<file path="src/rtl/example_7.sv">
// example_7: WIDTH-bit synchronous up-counter with parallel load and
// ripple-carry output for cascading.
//
// Ports:
//   CLK     in   rising-edge clock
//   Clear   in   synchronous active-high reset (wins over Load and Count)
//   Data_in in   parallel load value (WIDTH)
//   Count   in   active-high count enable
//   Load    in   active-high parallel load (wins over Count)
//   A_count out  registered counter value (WIDTH)
//   C_out   out  combinational carry: Count & ~Load & (A_count == all ones)
//
// Optional feature: define EXAMPLE_7_SATURATE_EN to make the counter hold at
// all ones instead of wrapping to zero.
module example_7 #(
    parameter int WIDTH = 4
) (
    input  logic             CLK,
    input  logic             Clear,
    input  logic [WIDTH-1:0] Data_in,
    input  logic             Count,
    input  logic             Load,
    output logic [WIDTH-1:0] A_count,
    output logic             C_out
);

    localparam logic [WIDTH-1:0] ALL_ONES = '1;

    logic [WIDTH-1:0] a_count_q;
    logic [WIDTH-1:0] a_count_d;

    // Next value for the non-reset case; Clear is handled in the flop.
    always_comb begin
        a_count_d = a_count_q;
        if (Load) begin
            a_count_d = Data_in;
        end else if (Count) begin
`ifdef EXAMPLE_7_SATURATE_EN
            if (a_count_q != ALL_ONES) begin
                a_count_d = a_count_q + 1'b1;
            end
`else
            a_count_d = a_count_q + 1'b1;
`endif
        end
    end

    always_ff @(posedge CLK) begin
        if (Clear) begin
            a_count_q <= '0;
        end else begin
            a_count_q <= a_count_d;
        end
    end

    assign A_count = a_count_q;
    // Carry is independent of Clear so a cascade sees the same enable chain
    // whether or not a reset is pending on this edge.
    assign C_out   = Count & ~Load & (a_count_q == ALL_ONES);

endmodule

</file>
<file path="config.mk">
export PLATFORM = sky130hd
export DESIGN_NAME = example_7
export DESIGN_NICKNAME = d
export VERILOG_FILES = /design/src/rtl/example_7.sv
export SDC_FILE = /design/constraint.sdc
export NUM_CORES = 1
export LEC_CHECK = 0
export ABC_AREA = 1
export ABC_CLOCK_PERIOD_IN_PS = 1100
export CORE_AREA = 2 2 39 41
export CTS_BUF_LIST = sky130_fd_sc_hd__clkbuf_2 sky130_fd_sc_hd__clkbuf_4 sky130_fd_sc_hd__clkbuf_8
export CTS_CLUSTER_DIAMETER = 30
export DETAILED_ROUTE_END_ITERATION = 10
export DIE_AREA = 0 0 41 43
export DONT_BUFFER_PORTS = 1
export HOLD_SLACK_MARGIN = 0.15
export PLACE_DENSITY = 0.36
export SLEW_MARGIN = 20
export SYNTH_ARGS = -nofsm -noshare
export SYNTH_HDL_FRONTEND = slang
export SYNTH_SLANG_ARGS = --single-unit
</file>
<file path="constraint.sdc">
create_clock -name CLK -period 1.1 [get_ports CLK]
set_clock_uncertainty 0.05 [all_clocks]
set_input_delay 0.165 -clock CLK [delete_from_list [all_inputs] [get_ports CLK]]
set_output_delay 0.165 -clock CLK [all_outputs]
set_load 0.03 [all_outputs]
</file>
==> impl_metrics.ini, run 1 <==
[setup_path]
critPathArrivalTime_ns = 0.99
crit_type = flip-flop to primary output
endpoint_kind = primary output
critPathLaunchType = flip-flop
crit_chain = ha_4, nand3_4, nor2_4
r2r_slack_ns = 0.09
crit_required_ns = 0.88
crit_path_top_delay_cell = dfxtp_4
critical-path-max-stage-delay_ns = 0.35
path_max_fanout = 2

[yosys]
yosysTopAreaCell = dfxtp_1
synth_seq_cells = 4
yosysWarnings = 0
synth_top_area_share = 0.315
synth_fp_nets = 47
yosysMostFrequentCell = nand2_1
synthTopCellsByArea = dfxtp_1 32%, nand2_1 16%, nand3_1 9.9%
synth_top_family_by_area = simple AND/OR/NAND/NOR gates
synth-main-ff-cell = dfxtp_1
ys_seq_area_frac = 0.315
synthCells = 38
yosys.area_share.simple = 0.345
synth_enable_flop_cells = 0
syn_area_sq_um = 254
synthTopCellsByCount = 11 x nand2_1, 5 x inv_1, 5 x nand3_1
synth_compound_area_frac = 0.0985
async_flop_share = 0
synth_adder_area_share = 0.0493
ys_types = 14
synth.mux.area_fraction = 0
synthXorXnorAreaFrac = 0.0345
syn_avg_cell_area_sq_um = 6.68

[sta]
maxSlewHeadroom = 0.860
fmax_mhz = 830
finalSetupTns_ns = -0.104
setup_viol = 1
maxSlewViolCount = 0
worst_pin_slew_ns = 0.209
worst_slack_ns = -0.104
rsz0062_at_grt = true
finalCritPeriodShare = 1.09
period_needed_ns = 1.20
whs_ns = 0.153
finalHoldViolations = 0

[clock_tree]
numClockSinks = 4
clk_latency_ns = 0.23
cts_root_buffer = clkbuf_4
cts_made_buffers = 3
cts_tree = built
clk_pin_slew_ns = 0.04
h-tree-depth = 1
clockBufferDepth = 2

[power]
max-vdd-ir-drop_v = 0.000284
power_frac_clock = 0.380
internal_power_uw = 337
p_leak_nw = 0.215
p_switching_uw = 124
finalPower_uw = 461
seqPwrFrac = 0.370
p_sw_frac = 0.269
power.density_nw_per_um2 = 1040
p_comb_frac = 0.250

[outcome]
status = finished, violations left
violations = negative setup slack

[floorplanning]
core_sq_um = 1380
rows = 14
fp.dieW_um = 41
ioPinCount = 13
die_height_um = 43
initial_core_util = 0.184
fp.dieArea_sq_um = 1760

[global_routing]
grt_max_degree = 6
grt_pass1_vias = 295
antenna_found_initial = 0
grt_util_all_layers = 0.0964
gr-total-overflow = 0
grt_pass1_wl_mm = 1.12

[placed_design]
pre_cts_slack_ns = 0.0754
gp_congestion = 0.599
place_hpwl_um = 541
portBuffers = 0

[worst_hold_path]
hold_class = input port to flip-flop

[route]
vias_per_cell = 4.22
vias = 287
wl_um = 683
drc_errors = 0
dr.pass1.iters = 2
drtIter0Drc = 2
wire_per_inst_um = 10.0
drtAntennaViolNets = 0

[run]
drv_cap = 0

[finish]
largest_reg_flops = 4
multiInputGateArea_sq_um = 166
final_util = 0.319
fillCellCount = 153
diodes = 0
drive_gt1_frac = 0.365
layout.nets = 63
seqCellArea_sq_um = 90.1
syn_to_final_growth_pct = 73.9
==> through the flow <==
stage	cells	instance area, sq um
3_3_place_gp	58	339
5_1_grt	68	442
6_report	68	442
2_1_floorplan	38	289
4_1_cts	68	434
3_5_place_dp	58	339
==> placed cells by master, fill, tap and decap left out, drive strengths merged <==
cell / n
inv: 6
nor2: 4
ha: 1
dlygate4sd3: 5
a21oi: 1
xor2: 1
nand3: 5
o21ai: 1
o211ai: 1
nand2: 12
buf: 6
bufinv: 1
clkbuf: 3
dfxtp: 4
a21boi: 1
==> power groups by stage <==
stage	Clock [mW]	Combinational, mW	Sequential, mW
after detailed placement	0	0.0849	0.174
final	0.175	0.115	0.170
after floorplan	0	0.0419	0.192
after CTS	0.185	0.112	0.170
after global placement	0	0.0861	0.173
after global routing	0.192	0.127	0.172
==> routing by layer <==
metal | GRT usage | part of all wire | vias up
met5 | 0 | 0 | -
met4 | 0.0600 | 0 | 0
met3 | 0.0314 | 0.088 | 0
met2 | 0.166 | 0.54 | 10
met1 | 0.0900 | 0.37 | 127
li1 | - | - | 150
==> layout make-up <==
class | instances | share of cell area
Inverter | 7 | 0.0907
Clock buffer | 3 | 0.0510
Sequential cell | 4 | 0.204
Tap cell | 16 | 0.0453
Multi-Input combinational cell | 27 | 0.377
Timing Repair Buffer | 11 | 0.232
==> worst paths after layout <==
| check | endpoint | cells after the start | startpoint |
|---|---|---|---|
| worst min-delay path | A_count[1]$_SDFFE_PP0P_ | 5 | Load |
| worst min register to register | A_count[2]$_SDFFE_PP0P_ | 2 | A_count[2]$_SDFFE_PP0P_ |
| worst max-delay path | C_out | 3 | A_count[0]$_SDFFE_PP0P_ |
| worst max register to register | A_count[3]$_SDFFE_PP0P_ | 7 | A_count[0]$_SDFFE_PP0P_ |
==> critical path: cells and delay by family, from the launching register on <==
family                   cells  cell delay [ns]
flip-flops                   1             0.35
AND/OR/NAND/NOR              2             0.27
adder cells (fa/ha/maj)      1             0.14
==> what timing repair did <==
action                                  4_1_cts  5_1_grt
pin swaps                                     1        0
buffers inserted                              2        0
endpoints found under the hold margin         3        0
hold buffers                                  5        0
resized for setup                             1        2
endpoints found under the setup margin        1        3
==> kinds of logic (layout without fill, tap and decap cells) <==
| family | count (synthesis) | in the layout |
|---|---|---|
| AO/OA/AOI/OAI | 4 | 4 |
| XOR/XNOR | 1 | 1 |
| adder cells (fa/ha/maj) | 1 | 1 |
| buffers and inverters | 7 | 21 |
| flip-flops | 4 | 4 |
| AND/OR/NAND/NOR | 21 | 21 |
No activity file was read; power rests on OpenSTA's default activity.
==> inputs of run 2 (changes only) <==
--- a/config.mk
+++ b/config.mk
@@ -7,6 +7,8 @@
 export LEC_CHECK = 0
 export ABC_AREA = 1
 export ABC_CLOCK_PERIOD_IN_PS = 1100
+export CELL_PAD_IN_SITES_DETAIL_PLACEMENT = 0
+export CELL_PAD_IN_SITES_GLOBAL_PLACEMENT = 1
 export CORE_AREA = 2 2 39 41
 export CTS_BUF_LIST = sky130_fd_sc_hd__clkbuf_2 sky130_fd_sc_hd__clkbuf_4 sky130_fd_sc_hd__clkbuf_8
 export CTS_CLUSTER_DIAMETER = 30
@@ -14,7 +16,7 @@
 export DIE_AREA = 0 0 41 43
 export DONT_BUFFER_PORTS = 1
 export HOLD_SLACK_MARGIN = 0.15
-export PLACE_DENSITY = 0.36
+export PLACE_DENSITY = 0.46
 export SLEW_MARGIN = 20
 export SYNTH_ARGS = -nofsm -noshare
 export SYNTH_HDL_FRONTEND = slang
==> impl_metrics.ini, run 2 (synthesized netlist as in run 1, its figures left out) <==
[outcome]
status = finished, violations left
violations = negative setup slack

[power]
p_leak_nw = 0.214
power.density_nw_per_um2 = 1040
max-vdd-ir-drop_v = 0.000310
finalPower_uw = 457

[clock_tree]
cts_tree = built
clockBufferDepth = 2
cts_made_buffers = 3
numClockSinks = 4
clk_latency_ns = 0.23
h-tree-depth = 1
cts_root_buffer = clkbuf_4
clk_pin_slew_ns = 0.03

[floorplanning]
ioPinCount = 13
core_sq_um = 1380
fp.dieW_um = 41
fp.dieArea_sq_um = 1760
initial_core_util = 0.184
rows = 14
die_height_um = 43

[sta]
period_needed_ns = 1.22
setup_viol = 1
finalCritPeriodShare = 1.11
fmax_mhz = 819
rsz0062_at_grt = true
worst_slack_ns = -0.120
finalSetupTns_ns = -0.120
maxSlewHeadroom = 0.855
whs_ns = 0.159
finalHoldViolations = 0
worst_pin_slew_ns = 0.216
maxSlewViolCount = 0

[setup_path]
critPathArrivalTime_ns = 1.01
endpoint_kind = primary output
path_buf_inv = 0
path_max_fanout = 2
crit_chain = ha_4, nand3_4, nor2_4
critPathLaunchType = flip-flop
crit_path_top_delay_cell = dfxtp_4
cp_top_family = flip-flops
critical-path-max-stage-delay_ns = 0.35
crit_required_ns = 0.88
crit_type = flip-flop to primary output

[route]
drtAntennaViolNets = 0
wl_um = 732
vias_per_cell = 4.22
wire_per_inst_um = 10.8
drtIter0Drc = 2
vias = 287
dr.pass1.iters = 4
drc_errors = 0

[finish]
diodes = 0
drive_gt1_frac = 0.365
stdcell_count = 68
final_util = 0.316
layout_commonest_cell = nand2_1
layout.nets = 63
final_cell_mix = 11 x nand2_1, 5 x inv_1, 5 x dlygate4sd3_1, 5 x buf_4, 4 x nand3_1
final_area_sq_um = 438
largest_reg_flops = 4
syn_to_final_growth_pct = 72.4

[run]
drv_cap = 0

[global_routing]
grt_max_degree = 6
grt_pass1_vias = 285
gr-total-overflow = 0
antenna_found_initial = 0
grt_util_all_layers = 0.102
grt_pass1_wl_mm = 1.16

[placed_design]
pre_cts_slack_ns = 0.0915
gp_congestion = 0.637
place_hpwl_um = 511
placed_cells = 58
portBuffers = 0
place_area_sq_um = 339

[worst_hold_path]
hold_class = input port to flip-flop
[run 2: where the power goes]
part	total [mW]	internal [mW]	switching (mW)
clock	0.173	0.121	0.0516
sequential	0.170	0.156	0.0141
combinational	0.114	0.0578	0.0561
[run 2: timing repair]
item                                   4_1_cts  5_1_grt
pin swaps                                    1        2
setup buffers                                2        0
endpoints found under the hold margin        3        0
setup endpoints to repair                    1        2
resized for setup                            1        1
hold buffers                                 5        0
[run 2: final timing paths]
kind                                         startpoint                      end  slack (ns)  cells after the start
worst max-delay path            A_count[0]$_SDFFE_PP0P_                    C_out       -0.12                      3
worst min-delay path                              Clear  A_count[0]$_SDFFE_PP0P_        0.16                      3
worst max register to register  A_count[0]$_SDFFE_PP0P_  A_count[0]$_SDFFE_PP0P_        0.06                      6
worst min register to register  A_count[2]$_SDFFE_PP0P_  A_count[2]$_SDFFE_PP0P_        0.55                      2
[run 2: layout make-up]
cell class              count  area (sq um)
inverters                   7          40.0
repair buffers             11          98.8
clock buffers               3          22.5
multi-input cells          27           166
fillers                   162           946
flip-flops and latches      4          90.1
well taps                  16          20.0
[run 2: layer usage]
layer / GRT usage / part of all wire / vias up
met3: 0.0366 / 0.094 / 0
li1: - / - / 147
met1: 0.0968 / 0.37 / 129
met2: 0.172 / 0.53 / 11
met4: 0.0600 / 0 / 0
met5: 0 / 0 / -
[run 2: worst register-to-register path, delay by kind of cell (launching register included)]
| family | cells | cell delay (ns) |
|---|---|---|
| buffers and inverters | 3 | 0.30 |
| flip-flops | 1 | 0.34 |
| AND/OR/NAND/NOR | 2 | 0.14 |
| AO/OA/AOI/OAI | 1 | 0.10 |
